## src/rtl/train_sequencer_if.sv

```systemverilog
// Control/status bundle for train_sequencer.
//   master (sequencer side): receives enable/start, drives all strobes, indices and status.
//   slave  (consumer side) : drives enable/start, observes everything else.
// Signals:
//   enable, start        - run permission and run request
//   w_layer_index [31:0] - layer index for weight load/backprop
//   w_row_index   [31:0] - row index for weight load/backprop
//   epoch_index   [31:0] - current epoch, 0-based
//   is_load, load_w, is_update, i_is_load, use_z, backprop_cost, is_cost_layer - phase strobes
//   busy, done           - status
interface train_sequencer_if;
  logic        enable;
  logic        start;
  logic [31:0] w_layer_index;
  logic [31:0] w_row_index;
  logic [31:0] epoch_index;
  logic        is_load;
  logic        load_w;
  logic        is_update;
  logic        i_is_load;
  logic        use_z;
  logic        backprop_cost;
  logic        is_cost_layer;
  logic        busy;
  logic        done;

  modport master (
    input  enable, start,
    output w_layer_index, w_row_index, epoch_index,
    output is_load, load_w, is_update, i_is_load, use_z,
    output backprop_cost, is_cost_layer, busy, done
  );

  modport slave (
    output enable, start,
    input  w_layer_index, w_row_index, epoch_index,
    input  is_load, load_w, is_update, i_is_load, use_z,
    input  backprop_cost, is_cost_layer, busy, done
  );
endinterface

```

## src/rtl/train_sequencer.sv

```systemverilog
// Training sequencer for a systolic array: per epoch, each layer goes through weight load
// (LOAD_W), feed (FEED) and pipeline drain (DRAIN); the epoch closes with a cost backprop
// phase (COST). After the last epoch a one-cycle DONE state pulses done.
// Ports:
//   clk   - single clock, rising edge
//   reset - synchronous, active-high; forces IDLE and clears all counters
//   bus   - train_sequencer_if.master (enable/start in, strobes/indices/status out)
// Parameters: SIZE (rows per layer), LAYER_COUNT (layers per epoch), EPOCH_COUNT (epochs/run).
// Build option: define TRAIN_SEQUENCER_PAUSE_EN to make enable=0 while busy pause the
// sequence (state and counters frozen, strobes forced low) instead of aborting it.
module train_sequencer #(
  parameter int unsigned SIZE        = 3,
  parameter int unsigned LAYER_COUNT = 2,
  parameter int unsigned EPOCH_COUNT = 3
) (
  input logic               clk,
  input logic               reset,
  train_sequencer_if.master bus
);

  localparam logic [31:0] RowLast   = 32'(SIZE - 1);
  localparam logic [31:0] DrainLast = 32'(2 * SIZE + 2);
  localparam logic [31:0] LayerLast = 32'(LAYER_COUNT - 1);
  localparam logic [31:0] EpochLast = 32'(EPOCH_COUNT - 1);

  typedef enum logic [2:0] {
    StIdle,
    StLoadW,
    StFeed,
    StDrain,
    StCost,
    StDone
  } state_e;

  state_e      state_q, state_d;
  // row_q doubles as the in-phase cycle counter (DRAIN counts past SIZE but never drives
  // the row index).
  logic [31:0] row_q, row_d;
  logic [31:0] layer_q, layer_d;
  logic [31:0] epoch_q, epoch_d;

  // State register
  always_ff @(posedge clk) begin
    if (reset) begin
      state_q <= StIdle;
      row_q   <= '0;
      layer_q <= '0;
      epoch_q <= '0;
    end else begin
      state_q <= state_d;
      row_q   <= row_d;
      layer_q <= layer_d;
      epoch_q <= epoch_d;
    end
  end

  // Next-state and counter logic
  always_comb begin
    state_d = state_q;
    row_d   = row_q;
    layer_d = layer_q;
    epoch_d = epoch_q;

    unique case (state_q)
      StIdle: begin
        if (bus.start && bus.enable) begin
          state_d = StLoadW;
          row_d   = '0;
          layer_d = '0;
          epoch_d = '0;
        end
      end
      StLoadW: begin
        if (row_q == RowLast) begin
          state_d = StFeed;
          row_d   = '0;
        end else begin
          row_d = row_q + 32'd1;
        end
      end
      StFeed: begin
        if (row_q == RowLast) begin
          state_d = StDrain;
          row_d   = '0;
        end else begin
          row_d = row_q + 32'd1;
        end
      end
      StDrain: begin
        if (row_q == DrainLast) begin
          row_d = '0;
          if (layer_q < LayerLast) begin
            state_d = StLoadW;
            layer_d = layer_q + 32'd1;
          end else begin
            state_d = StCost;
          end
        end else begin
          row_d = row_q + 32'd1;
        end
      end
      StCost: begin
        if (row_q == RowLast) begin
          row_d = '0;
          if (epoch_q < EpochLast) begin
            state_d = StLoadW;
            layer_d = '0;
            epoch_d = epoch_q + 32'd1;
          end else begin
            state_d = StDone;
          end
        end else begin
          row_d = row_q + 32'd1;
        end
      end
      StDone: begin
        state_d = StIdle;
        row_d   = '0;
        layer_d = '0;
      end
      default: begin
        state_d = StIdle;
        row_d   = '0;
        layer_d = '0;
      end
    endcase

    // Losing enable mid-run overrides the normal sequencing.
    if (state_q != StIdle && !bus.enable) begin
`ifdef TRAIN_SEQUENCER_PAUSE_EN
      state_d = state_q;
      row_d   = row_q;
      layer_d = layer_q;
      epoch_d = epoch_q;
`else
      state_d = StIdle;
      row_d   = '0;
      layer_d = '0;
      epoch_d = epoch_q;
`endif
    end
  end

  // Output decode
  always_comb begin
    bus.is_load       = 1'b0;
    bus.load_w        = 1'b0;
    bus.is_update     = 1'b0;
    bus.i_is_load     = 1'b0;
    bus.use_z         = 1'b0;
    bus.backprop_cost = 1'b0;
    bus.is_cost_layer = 1'b0;
    bus.done          = 1'b0;
    bus.w_layer_index = '0;
    bus.w_row_index   = '0;
    bus.busy          = (state_q != StIdle);
    bus.epoch_index   = epoch_q;

    unique case (state_q)
      StLoadW: begin
        bus.is_load       = 1'b1;
        bus.load_w        = 1'b1;
        bus.w_layer_index = layer_q;
        bus.w_row_index   = row_q;
      end
      StFeed: begin
        bus.is_load       = 1'b1;
        bus.is_update     = 1'b1;
        bus.w_layer_index = layer_q;
        bus.w_row_index   = row_q;
        // First layer consumes fresh input data; later layers take the previous z.
        if (layer_q == '0) bus.i_is_load = 1'b1;
        else               bus.use_z     = 1'b1;
      end
      StCost: begin
        bus.backprop_cost = 1'b1;
        bus.use_z         = 1'b1;
        bus.is_cost_layer = 1'b1;
        bus.w_layer_index = LayerLast;
        bus.w_row_index   = row_q;
      end
      StDone: begin
        bus.done = 1'b1;
      end
      default: begin
      end
    endcase

`ifdef TRAIN_SEQUENCER_PAUSE_EN
    // While paused the indices and status hold; only the strobes drop.
    if (!bus.enable) begin
      bus.is_load       = 1'b0;
      bus.load_w        = 1'b0;
      bus.is_update     = 1'b0;
      bus.i_is_load     = 1'b0;
      bus.use_z         = 1'b0;
      bus.backprop_cost = 1'b0;
      bus.is_cost_layer = 1'b0;
      bus.done          = 1'b0;
    end
`endif
  end

endmodule

```

## src/flat_wrapper.sv

```systemverilog
// flat-port wrapper written by rule: the top's interface ports become plain ports
module train_sequencer_flat 
#(
  parameter int unsigned SIZE        = 3,
  parameter int unsigned LAYER_COUNT = 2,
  parameter int unsigned EPOCH_COUNT = 3
)
  (clk, reset, bus_enable, bus_start, bus_w_layer_index, bus_w_row_index, bus_epoch_index, bus_is_load, bus_load_w, bus_is_update, bus_i_is_load, bus_use_z, bus_backprop_cost, bus_is_cost_layer, bus_busy, bus_done);
  train_sequencer_if bus_i ();
  input logic clk;
  input logic reset;
  input wire logic [$bits(bus_i.enable)-1:0] bus_enable;
  input wire logic [$bits(bus_i.start)-1:0] bus_start;
  output wire logic [$bits(bus_i.w_layer_index)-1:0] bus_w_layer_index;
  output wire logic [$bits(bus_i.w_row_index)-1:0] bus_w_row_index;
  output wire logic [$bits(bus_i.epoch_index)-1:0] bus_epoch_index;
  output wire logic [$bits(bus_i.is_load)-1:0] bus_is_load;
  output wire logic [$bits(bus_i.load_w)-1:0] bus_load_w;
  output wire logic [$bits(bus_i.is_update)-1:0] bus_is_update;
  output wire logic [$bits(bus_i.i_is_load)-1:0] bus_i_is_load;
  output wire logic [$bits(bus_i.use_z)-1:0] bus_use_z;
  output wire logic [$bits(bus_i.backprop_cost)-1:0] bus_backprop_cost;
  output wire logic [$bits(bus_i.is_cost_layer)-1:0] bus_is_cost_layer;
  output wire logic [$bits(bus_i.busy)-1:0] bus_busy;
  output wire logic [$bits(bus_i.done)-1:0] bus_done;
  assign bus_i.enable = bus_enable;
  assign bus_i.start = bus_start;
  assign bus_w_layer_index = bus_i.w_layer_index;
  assign bus_w_row_index = bus_i.w_row_index;
  assign bus_epoch_index = bus_i.epoch_index;
  assign bus_is_load = bus_i.is_load;
  assign bus_load_w = bus_i.load_w;
  assign bus_is_update = bus_i.is_update;
  assign bus_i_is_load = bus_i.i_is_load;
  assign bus_use_z = bus_i.use_z;
  assign bus_backprop_cost = bus_i.backprop_cost;
  assign bus_is_cost_layer = bus_i.is_cost_layer;
  assign bus_busy = bus_i.busy;
  assign bus_done = bus_i.done;
  train_sequencer #(.SIZE(SIZE), .LAYER_COUNT(LAYER_COUNT), .EPOCH_COUNT(EPOCH_COUNT)) u_core (.clk(clk), .reset(reset), .bus(bus_i));
endmodule
```

## config.mk

```make
export PLATFORM = sky130hd
export DESIGN_NAME = train_sequencer_flat
export DESIGN_NICKNAME = d
export VERILOG_FILES = /design/src/rtl/train_sequencer_if.sv /design/src/rtl/train_sequencer.sv /design/src/flat_wrapper.sv
export SDC_FILE = /design/constraint.sdc
export NUM_CORES = 1
export LEC_CHECK = 0
export CAP_MARGIN = 40
export CORE_MARGIN = 2
export CORE_UTILIZATION = 45
export DETAILED_ROUTE_END_ITERATION = 7
export GPL_TIMING_DRIVEN = 0
export PLACE_DENSITY = 0.77
export SYNTH_ARGS = -nofsm -noshare
export SYNTH_HDL_FRONTEND = slang
export SYNTH_SLANG_ARGS = --single-unit
```

## constraint.sdc

```tcl
create_clock -name clk -period 4.6 [get_ports clk]
set_input_delay 0.92 -clock clk [delete_from_list [all_inputs] [get_ports clk]]
set_output_delay 0.92 -clock clk [all_outputs]
set_load 0.03 [all_outputs]
```

[Word-level counts from Yosys, hierarchy flattened]
Cells that the tools add are included.
Cells by class
  add/sub/neg operators: 3
  reductions and logical operators: 13
  bitwise gates (word level): 2
  mux-type cells: 31
  eq/ne operators: 14
  order comparisons: 2
Operators by type and width (count)
  2-to-1 mux 32 bit: 10
  case mux 32 bit (2 select lines): 2
  case mux 32 bit (4 select lines): 1
  adder 32 x 1 -> 32 bit, second input constant: 3
  case mux 32 bit (3 select lines): 1
  == test 32 x 2 -> 1 bit, second input constant: 1
  == test 32 x 4 -> 1 bit, second input constant: 1
  logical NOT 32 bit: 1
  less-than comparator 32 x 1 -> 1 bit, second input constant: 1
  less-than comparator 32 x 2 -> 1 bit, second input constant: 1
  2-to-1 mux 3 bit: 7
  case mux 3 bit (5 select lines): 1
  != test 2 x 1 -> 1 bit, second input constant: 7
  AND reduction 5 bit: 2
  2-to-1 mux 1 bit: 8
  == test 3 x 2 -> 1 bit, second input constant: 2
  == test 3 bit, second input constant: 2
  AND reduction 6 bit: 1
  OR reduction 2 bit: 2
  == test 3 x 1 -> 1 bit, second input constant: 1
  logical NOT 3 bit: 1
  nonzero test 3 bit: 1
  OR reduction 3 bit: 1
  logical AND 1 bit: 2
  other kinds (4): 5
Word-level totals
  output and inout bits: 105
  register bits: 99

[Logic depth before layout (Yosys ltp)]
  depth after elaboration: 4
  mapped depth: 10
  gate-level depth less buffers: 9

[Worst setup path before layout]
Ideal clock, no wire load.
  kind: register to output
  start point: register u_core.state_q[0]
  end point: output port bus_w_row_index[10]
  data required time: 3.680 ns
  arrival: 1.689 ns
  stages on the path, launching flop included: 8
  slack: 1.991 ns
  path through: dfxtp_1 buf_4 nor2_1 nand2_2 inv_2 nor2_2 clkbuf_1 nor2b_1
On the way
  word-level cells in the longest chain between the ends: 3
RTL lines
  from (decl): line train_sequencer.sv:35  | state_e state_q, state_d;
  from (signal assigned): line train_sequencer.sv:45  | state_q <= StIdle;
  from (signal assigned): line train_sequencer.sv:50  | state_q <= state_d;
  == test 3 x 1 -> 1 bit, or another cell as far along: line train_sequencer.sv:159  | unique case (state_q)
  OR reduction 3 bit (no line) (*)
  2-to-1 mux 32 bit (*): line train_sequencer.sv:159
  to (decl): line flat_wrapper.sv:15  | output wire logic [$bits(bus_i.w_row_index)-1:0] bus_w_row_index;
Mark *: on every way between the ends. The rest lies on a longest branch, timed or not.

[Worst setup path in the final report]
  start point: register u_core.state_q[0]
  end point: output port bus_w_row_index[19]
The elaborated chain is that of the path after synthesis.

==> impl_metrics.json <==
{
  "final_common_cell": "clkdlybuf4s50_1",
  "syn_avg_cell_area_um2": 8.49,
  "finalCritPeriodShare": 0.816,
  "drt-wirelength-per-cell_um": 15.1,
  "cp_slowest_stage_delay_ns": 0.61,
  "status": "finished clean",
  "rrSetupSlack_ns": 1.96,
  "clock_skew_ns": 0.0176,
  "globalplace.congestion": 0.854,
  "ios": 109,
  "yosysTopAreaCellShare": 0.424,
  "holdBufCountCts": 0,
  "netlist_instances": 550,
  "antenna_left": 0,
  "cp_max_fo": 10,
  "path_delay_family": "buffers and inverters",
  "cp.arrival_ns": 2.83,
  "final_cell_mix": "clkdlybuf4s50_1 (108), dfxtp_1 (99), nor2_1 (76)",
  "area_growth_pct": 31.5,
  "grt_pass1_vias": 4244,
  "cap_violations": 0,
  "drive_above_1_share": 0.0564,
  "synth.area.top_cells": "dfxtp_1 (42%), and2_1 (8.2%), nor2_1 (6.1%)",
  "dr.pass1.iters": 7,
  "nets": 679,
  "port-buffer-count": 108,
  "synthArstFlopShare": 0,
  "cp-end-kind": "output port",
  "peakVddDrop_mv": 0.196,
  "worstPathCellList": "buf_4 > nor2_1 > nand2_2 > inv_2 > nor2_2 > clkbuf_1 > nor2b_1 > clkdlybuf4s50_1",
  "slew-limit-headroom": 0.442,
  "max_freq_ghz": 0.267,
  "fp.dieW_um": 106,
  "grt_max_degree": 18,
  "rows": 37,
  "cp.required_ns": 3.68,
  "grt_overflow": 0,
  "yosys.area.top_type": "dfxtp_1",
  "routed-via-count": 4383,
  "leakagePower_nw": 2.15,
  "viasPerCell": 5.41,
  "crit_type": "reg2out",
  "synth.net_count": 560,
  "initial_core_util": 0.458,
  "die_area_um2": 11200,
  "dpl.cell_count": 794,
  "clkTransAtPathRegs_ns": 0.10,
  "drt_iter0_markers": 282,
  "wirelength_um": 12200,
  "num-fill-cells": 911,
  "die_h_um": 106,
  "crit_path_start_kind": "flip-flop",
  "cp_slowest_cell": "clkdlybuf4s50_1",
  "seq_area_frac_synth": 0.424,
  "path_buf_inv": 4,
  "core_area_um2": 10200,
  "grt_pass1_wl_um": 20500,
  "syn-cell-area_um2": 4670,
  "cts_tree": "done",
  "synth_cell_types": 52,
  "root_buffer": "clkbuf_8",
  "fin_crit_ns": 3.75,
  "synth_ff_type": "dfxtp_1",
  "final_max_slew_viol_count": 0,
  "ys_seq_elements": 99,
  "clk_path_buf_depth": 2,
  "worstHoldPathType": "reg2reg",
  "tns_ns": 0,
  "yosysWarningCount": 0,
  "report.final.hold_viol_count": 0,
  "synth_edf_count": 0,
  "tightest_slew_ns": 0.831,
  "cts_buffers": 9,
  "rsz0062_at_grt": "false",
  "antenna_found_initial": 0,
  "setup_viol": 0,
  "post-dp-hpwl_um": 8950,
  "clock-sinks": 99,
  "finalNonFillerCells": 810,
  "cts-htree-levels": 3,
  "clock_latency_ns": 0.37,
  "postCtsSetupBuffers": 0,
  "drc_errors": 0,
  "power.density_nw_per_um2": 391,
  "grtUsageTotal": 0.223,
  "antenna_cells": 0,
  "post_cts_resized": 0
}
cell usage after synthesis, types with 2 or more instances:
| library cell | instances |
|---|---|
| o21ai_1 | 2 |
| a21o_1 | 2 |
| and3_1 | 10 |
| and2_1 | 61 |
| ha_1 | 6 |
| xnor2_1 | 7 |
| inv_2 | 2 |
| buf_2 | 3 |
| xor2_1 | 18 |
| nand4_1 | 19 |
| a21oi_2 | 2 |
| or3_1 | 6 |
| a31oi_1 | 9 |
| o21a_1 | 8 |
| a21oi_1 | 22 |
| inv_1 | 12 |
| nor3_1 | 16 |
| buf_6 | 2 |
| dfxtp_1 | 99 |
| buf_4 | 3 |
| nor2b_1 | 30 |
| a41oi_1 | 5 |
| nand3_1 | 21 |
| clkbuf_1 | 16 |
| and4_1 | 6 |
| mux2i_1 | 3 |
| nand2_1 | 29 |
| nor4_1 | 24 |
| o21ai_0 | 7 |
| and3b_1 | 2 |
| o31ai_1 | 2 |
| nor2_1 | 76 |
final timing paths:
check,from,endpoint,cells after the start
hold / removal,u_core.bus.epoch_index[23],u_core.bus.epoch_index[23],1
setup reg to reg,u_core.row_q[9],u_core.layer_q[30],9
setup / recovery,u_core.state_q[0],bus_w_row_index[19],8
hold reg to reg,u_core.bus.epoch_index[23],u_core.bus.epoch_index[23],1
cells by family after synthesis:
family,after synthesis,share of synthesized area
simple gates,313,0.371
flops,99,0.424
compound gates,65,0.0978
buf+inv,39,0.0378
xor+xnor,25,0.0469
fa+ha+maj,6,0.0161
mux,3,0.00643
sequential cells by signal, indices dropped and copies added, names as in the netlist:
signal,cells
u_core.bus.epoch_index,32
u_core.layer_q,32
u_core.row_q,32
u_core.state_q,3
stage by stage:
step | util | worst slack (ns) | total power [W] | hold WS [ns] | area [µm²]
2_1_floorplan | - | 1.99 | 0.00153 | 0.451 | 4670
3_3_place_gp | 0.581 | 1.29 | 0.00178 | 0.469 | 5920
5_1_grt | 0.603 | 0.695 | 0.00253 | 0.507 | 6140
3_5_place_dp | 0.581 | 1.28 | 0.00179 | 0.473 | 5920
6_report | 0.603 | 0.848 | 0.00240 | 0.491 | 6140
4_1_cts | 0.603 | 0.839 | 0.00241 | 0.496 | 6140
power breakdown:
group	switching [W]	total (W)	internal [W]
clock network	0.000315	0.000627	0.000313
registers	0.0000207	0.000894	0.000873
logic	0.000619	0.000883	0.000264
total	0.000955	0.00240	0.00145
area by class of cell:
class	instances	area (µm²)	share of cell area
Clock buffer	10	128	0.0208
Inverter	14	52.6	0.00856
Sequential cell	99	1980	0.323
Tap cell	136	170	0.0277
Multi-Input combinational cell	412	2510	0.409
Timing Repair Buffer	108	1080	0.176
Buffer	25	124	0.0202
Clock inverter	6	93.8	0.0153
metal layers:
layer  part of all wire  routed length [µm]  vias up  global-route usage
li1                   -                   -     2149                   -
met5                  0                   0        -                   0
met1               0.46                5640     2088               0.300
met2               0.47                5750      131               0.354
met4              0.016                 201        0              0.0836
met3              0.050                 606       15              0.0458
Power figures use the tool's default switching activity.
